==> src/rtl/handshake_rr_arbiter.sv <==
// handshake_rr_arbiter: packet-locked round-robin N:1 valid/ready arbiter with a registered output stage.
// Define HANDSHAKE_ARB_MAXBURST_EN to release the grant after MAX_BEATS beats even without s_last.
module handshake_rr_arbiter #(
  parameter int unsigned NUM_SRC   = 4,
  parameter int unsigned DATA_BITS = 8,
  parameter int unsigned MAX_BEATS = 16,
  localparam int unsigned SRC_BITS = (NUM_SRC > 1) ? $clog2(NUM_SRC) : 1
) (
  input  logic                         clk,
  input  logic                         rst,
  input  logic [NUM_SRC-1:0]           s_valid,
  output logic [NUM_SRC-1:0]           s_ready,
  input  logic [NUM_SRC*DATA_BITS-1:0] s_data,
  input  logic [NUM_SRC-1:0]           s_last,
  output logic                         m_valid,
  input  logic                         m_ready,
  output logic [DATA_BITS-1:0]         m_data,
  output logic                         m_last,
  output logic [SRC_BITS-1:0]          m_src,
  output logic                         busy
);

  localparam int unsigned CAND_BITS = SRC_BITS + 1;

  typedef enum logic {
    IDLE  = 1'b0,
    GRANT = 1'b1
  } state_e;

  state_e                 state_q, state_d;
  logic [SRC_BITS-1:0]    ptr_q, ptr_d;
  logic [SRC_BITS-1:0]    grant_q, grant_d;
  logic                   m_valid_q, m_valid_d;
  logic [DATA_BITS-1:0]   m_data_q, m_data_d;
  logic                   m_last_q, m_last_d;
  logic [SRC_BITS-1:0]    m_src_q, m_src_d;
  logic                   busy_q, busy_d;

  logic                   rr_found_c;
  logic [SRC_BITS-1:0]    rr_pick_c;
  logic [CAND_BITS-1:0]   cand_c;
  logic                   sel_valid_c;
  logic                   sel_last_c;
  logic [DATA_BITS-1:0]   sel_data_c;
  logic                   out_free_c;
  logic                   take_c;
  logic                   cap_hit_c;
  logic [SRC_BITS-1:0]    next_ptr_c;

  // Round-robin scan starting at ptr, wrapping past NUM_SRC-1.
  always_comb begin
    rr_found_c = 1'b0;
    rr_pick_c  = '0;
    cand_c     = '0;
    for (int unsigned i = 0; i < NUM_SRC; i++) begin
      cand_c = {1'b0, ptr_q} + CAND_BITS'(i);
      if (cand_c >= CAND_BITS'(NUM_SRC)) begin
        cand_c = cand_c - CAND_BITS'(NUM_SRC);
      end
      for (int unsigned j = 0; j < NUM_SRC; j++) begin
        if (!rr_found_c && s_valid[j] && (cand_c == CAND_BITS'(j))) begin
          rr_found_c = 1'b1;
          rr_pick_c  = SRC_BITS'(j);
        end
      end
    end
  end

  // Granted-source mux and ready steering.
  always_comb begin
    sel_valid_c = 1'b0;
    sel_last_c  = 1'b0;
    sel_data_c  = '0;
    s_ready     = '0;
    for (int unsigned j = 0; j < NUM_SRC; j++) begin
      if (grant_q == SRC_BITS'(j)) begin
        sel_valid_c = s_valid[j];
        sel_last_c  = s_last[j];
        sel_data_c  = s_data[j*DATA_BITS +: DATA_BITS];
        s_ready[j]  = (state_q == GRANT) && out_free_c;
      end
    end
  end

  assign out_free_c = !m_valid_q || m_ready;
  assign take_c     = (state_q == GRANT) && sel_valid_c && out_free_c;
  assign next_ptr_c = (grant_q == SRC_BITS'(NUM_SRC - 1)) ? '0 : grant_q + SRC_BITS'(1);

`ifdef HANDSHAKE_ARB_MAXBURST_EN
  localparam int unsigned CNT_BITS = $clog2(MAX_BEATS + 1);

  logic [CNT_BITS-1:0] beat_cnt_q, beat_cnt_d;

  // Beats accepted in the current grant; cleared while idle so each grant starts at zero.
  always_comb begin
    beat_cnt_d = beat_cnt_q;
    if (state_q == IDLE) begin
      beat_cnt_d = '0;
    end else if (take_c) begin
      beat_cnt_d = beat_cnt_q + CNT_BITS'(1);
    end
  end

  always_ff @(posedge clk or negedge rst) begin
    if (!rst) begin
      beat_cnt_q <= '0;
    end else begin
      beat_cnt_q <= beat_cnt_d;
    end
  end

  assign cap_hit_c = take_c && (beat_cnt_q == CNT_BITS'(MAX_BEATS - 1));
`else
  // Burst cap compiled out: grant is held until s_last is accepted.
  assign cap_hit_c = 1'b0 && (MAX_BEATS > 0);
`endif

  // Next-state and output-register logic.
  always_comb begin
    state_d   = state_q;
    ptr_d     = ptr_q;
    grant_d   = grant_q;
    m_valid_d = m_valid_q;
    m_data_d  = m_data_q;
    m_last_d  = m_last_q;
    m_src_d   = m_src_q;

    if (m_valid_q && m_ready) begin
      m_valid_d = 1'b0;
    end

    case (state_q)
      IDLE: begin
        if (rr_found_c) begin
          grant_d = rr_pick_c;
          state_d = GRANT;
        end
      end
      GRANT: begin
        if (take_c) begin
          m_valid_d = 1'b1;
          m_data_d  = sel_data_c;
          m_last_d  = sel_last_c;
          m_src_d   = grant_q;
          if (sel_last_c || cap_hit_c) begin
            ptr_d   = next_ptr_c;
            state_d = IDLE;
          end
        end
      end
      default: state_d = IDLE;
    endcase

    busy_d = (state_d == GRANT);
  end

  always_ff @(posedge clk or negedge rst) begin
    if (!rst) begin
      state_q   <= IDLE;
      ptr_q     <= '0;
      grant_q   <= '0;
      m_valid_q <= 1'b0;
      m_data_q  <= '0;
      m_last_q  <= 1'b0;
      m_src_q   <= '0;
      busy_q    <= 1'b0;
    end else begin
      state_q   <= state_d;
      ptr_q     <= ptr_d;
      grant_q   <= grant_d;
      m_valid_q <= m_valid_d;
      m_data_q  <= m_data_d;
      m_last_q  <= m_last_d;
      m_src_q   <= m_src_d;
      busy_q    <= busy_d;
    end
  end

  assign m_valid = m_valid_q;
  assign m_data  = m_data_q;
  assign m_last  = m_last_q;
  assign m_src   = m_src_q;
  assign busy    = busy_q;

endmodule

==> config.mk <==
export PLATFORM = sky130hd
export DESIGN_NAME = handshake_rr_arbiter
export DESIGN_NICKNAME = d
export VERILOG_FILES = /design/src/rtl/handshake_rr_arbiter.sv
export SDC_FILE = /design/constraint.sdc
export NUM_CORES = 1
export LEC_CHECK = 0
export CORE_AREA = 4 4 61 63
export CTS_CLUSTER_DIAMETER = 40
export DETAILED_ROUTE_END_ITERATION = 7
export DIE_AREA = 0 0 65 67
export GPL_TIMING_DRIVEN = 0
export PLACE_DENSITY_LB_ADDON = 0.08
export SKIP_LAST_GASP = 1
export SLEW_MARGIN = 20
export SYNTH_ARGS = -nofsm -noshare
export SYNTH_HDL_FRONTEND = slang
export SYNTH_SLANG_ARGS = --single-unit
==> constraint.sdc <==
create_clock -name clk -period 2.3 [get_ports clk]
set_clock_uncertainty 0.15 [all_clocks]
set_input_delay 0.46 -clock clk [delete_from_list [all_inputs] [get_ports clk]]
set_output_delay 0.46 -clock clk [all_outputs]
set_load 0.01 [all_outputs]
==> flow_metrics.env <==
export IMPL_status="completed"
export IMPL_power_switching_mw=0.995
export IMPL_synth_flop_cell="sky130_fd_sc_hd__dfrtp_1"
export IMPL_pwr_share_comb_pct=72.3
export IMPL_synth_yosys_seq_area_share_pct=34.8
export IMPL_numClockSinks=17
export IMPL_fp_dieArea_sq_mm=0.00436
export IMPL_flow_area_growth_from_synthesis_pct=69.2
export IMPL_finalNetCount=243
export IMPL_grt_overflow_total=0
export IMPL_antenna_diode_count=0
export IMPL_post_drt_wl_per_cell_um=15.8
export IMPL_cts_clk_slew_worst_paths_ns=0.10
export IMPL_first_pass_iters=4
export IMPL_global_route_wire_length_before_repair_mm=6.10
export IMPL_power_frac_clock_pct=6.4
export IMPL_drive_above_1_share_pct=22.6
export IMPL_kind_of_start_point_of_the_critical_path="register"
export IMPL_seq_area_sq_um=427
export IMPL_worstSetupEndpointType="output pin"
export IMPL_synthesis_area_sq_mm=0.00122
export IMPL_grt_max_degree=18
export IMPL_drtAntennaViolNets=0
export IMPL_timing_max_transition_violations_final=0
export IMPL_die_width_um=65
export IMPL_synth_cell_type_count=38
export IMPL_drv_cap=0
export IMPL_power_per_cell_area_mw_per_mm2=1260
export IMPL_gpl_final_weighted_congestion=0.888
export IMPL_vias_cell=5.25
export IMPL_routed_via_count=1266
export IMPL_tightest_slew_ns=0.811
export IMPL_antenna_found_initial=0
export IMPL_sequentialPowerShare_pct=21.3
export IMPL_finalSetupTns_ns=0
export IMPL_min_hold_slack_ns=0.350
export IMPL_core_rowCount=21
export IMPL_dp_final_hpwl_mm=2.78
export IMPL_netlist_instances=123
export IMPL_setup_viol=0
export IMPL_layout_min_cycle_time_ns=2.30
export IMPL_max_slew_margin_pct=45.8
export IMPL_maximum_resistive_drop_on_vdd_uv=630
export IMPL_ctsRootBufferMaster="sky130_fd_sc_hd__clkbuf_4"
export IMPL_synth_net_count=170
export IMPL_synthArstFlopShare_pct=100
export IMPL_first_global_vias=1291
export IMPL_cts_tree="done"
export IMPL_critPathRequiredTime_ns=1.69
export IMPL_type_of_the_tightest_min_delay_check="register to register"
export IMPL_fillerInstances=272
export IMPL_timing_final_hold_violations=0
export IMPL_maxClockFrequency_mhz=435
export IMPL_rsz0062_at_grt="yes"
export IMPL_detailedRoute_firstIterationViolations=51
export IMPL_critPathMaxFanout=10
export IMPL_layout_common_cells="sky130_fd_sc_hd__clkdlybuf4s50_1, sky130_fd_sc_hd__dfrtp_1, sky130_fd_sc_hd__nand2_1, sky130_fd_sc_hd__nor2b_1, sky130_fd_sc_hd__mux2_4"
export IMPL_power_switching_fraction_pct=38.2
export IMPL_postSynthRegisterBits=17
export IMPL_criticalPathCategory="register to output pin"
export IMPL_layout_cells_most_common="sky130_fd_sc_hd__clkdlybuf4s50_1"
export IMPL_static_leakage_power_nw=0.897
export IMPL_number_of_clock_buffers_inserted_by_tritoncts=3
export IMPL_fp_dieH_um=67
export IMPL_clk_latency_ns=0.29
export IMPL_drc_errors=0
export IMPL_start_util_pct=37.8
export IMPL_power_report_internal_total_mw=1.61
export IMPL_clockBufferDepth=2
export IMPL_boundaryPins=60
export IMPL_worst_endpoint_arrival_ns=1.69
export IMPL_synth_edff_count=0
export IMPL_ys_warn_count=0
export IMPL_synth_area_per_cell_sq_um=9.93
export IMPL_drt_total_wl_mm=3.82
export IMPL_buffer_ports_inserted=59
export IMPL_cts_htree_levels=1
export IMPL_grt_use_total_pct=18.4
export IMPL_core_area_sq_mm=0.00323
export IMPL_area_of_combinational_cells_with_multiple_inputs_sq_um=791
export IMPL_power_mw=2.60
export IMPL_period_share_pct=99.9
path summary, 6_finish.rpt:
path                       startpoint         end  slack, ns  cells after the start
max                        grant_q[0]  s_ready[3]      0.001                      6
max reg2reg                grant_q[1]    ptr_q[1]       0.09                      8
min in group asynchronous         rst   m_data[6]       0.47                      1
min reg2reg                    m_last      m_last       0.35                      1
min                            m_last      m_last       0.35                      1
max in group asynchronous         rst  grant_q[0]       0.97                      1
flip-flops by register name (all words and copies together) (netlist names):
signal and count:
m_last 1, m_data 8, ptr_q 2, m_valid 1, m_src 2, busy 1, grant_q 2
final cells by class:
| cell class | count | share of cell area (%) |
|---|---|---|
| inverters | 6 | 1.09 |
| flip-flops and latches | 17 | 20.7 |
| plain buffers | 7 | 4.00 |
| multi-input cells | 93 | 38.3 |
| clock buffers | 4 | 1.27 |
| well taps | 46 | 2.79 |
| repair buffers | 68 | 31.9 |
worst max-delay path, stage by stage, from the launching register on:
cell,delay (ns)
sky130_fd_sc_hd__dfrtp_2,0.42
sky130_fd_sc_hd__buf_4,0.15
sky130_fd_sc_hd__ha_2,0.21
sky130_fd_sc_hd__clkbuf_8,0.17
sky130_fd_sc_hd__clkbuf_8,0.17
sky130_fd_sc_hd__and3_1,0.15
sky130_fd_sc_hd__clkbuf_2,0.13
cell usage after synthesis (3+ instances only):
master | number | area (sq um)
sky130_fd_sc_hd__nor2b_1 | 10 | 62.6
sky130_fd_sc_hd__dfrtp_1 | 17 | 425
sky130_fd_sc_hd__clkbuf_1 | 4 | 15.0
sky130_fd_sc_hd__a21oi_1 | 6 | 30.0
sky130_fd_sc_hd__nand2b_1 | 3 | 18.8
sky130_fd_sc_hd__ha_1 | 4 | 50.1
sky130_fd_sc_hd__mux2_4 | 8 | 120
sky130_fd_sc_hd__mux2_2 | 3 | 33.8
sky130_fd_sc_hd__o31ai_1 | 7 | 52.6
sky130_fd_sc_hd__o21ai_0 | 5 | 25.0
sky130_fd_sc_hd__and3_1 | 4 | 25.0
sky130_fd_sc_hd__inv_1 | 6 | 22.5
sky130_fd_sc_hd__a221oi_1 | 7 | 61.3
sky130_fd_sc_hd__nand2_1 | 10 | 37.5
power by group through the flow:
| stage | registers (mW) | clock network [mW] | logic (mW) |
|---|---|---|---|
| detailed placement | 0.568 | 0 | 1.57 |
| global route | 0.573 | 0.188 | 2.03 |
| floorplan | 0.594 | 0 | 0.966 |
| finish | 0.555 | 0.167 | 1.88 |
| CTS | 0.550 | 0.170 | 1.85 |
| global placement | 0.561 | 0 | 1.55 |
metal layers:
metal / track usage, % / share of wire [%] / vias to the layer above
li1: - / - / 601
met3: 4.22 / 5.6 / 8
met2: 31.7 / 50 / 42
met1: 21.8 / 42 / 615
met5: 0 / 0 / -
met4: 7.65 / 2.0 / 0
repair_timing:
action	in CTS	in global routing
buffers inserted	8	1
setup endpoints to repair	5	5
hold buffers	0	0
pin swaps	1	1
gates resized for setup	31	6
kinds of logic (layout without fill, tap and decap cells):
logic type,after synthesis,after routing,share of synthesized area [%]
AOI/OAI and AO/OA,39,39,25.2
and+or+nand+nor,38,38,17.5
DFF,17,17,34.8
buffers and inverters,13,85,4.82
muxes,12,12,13.5
adders and majority gates,4,4,4.10
stage by stage:
| step | util, % | area (sq um) | worst slack [ns] | instances |
|---|---|---|---|---|
| after global placement | 57.8 | 1870 | -0.603 | 228 |
| after floorplan | - | 1220 | 0.224 | 123 |
| final | 63.9 | 2070 | 0.00145 | 241 |
| after CTS | 63.3 | 2040 | -0.140 | 240 |
| after detailed placement | 57.8 | 1870 | -0.621 | 228 |
| after global routing | 63.9 | 2070 | -0.0788 | 241 |
Note: power is estimated with default switching activity, not from simulation.
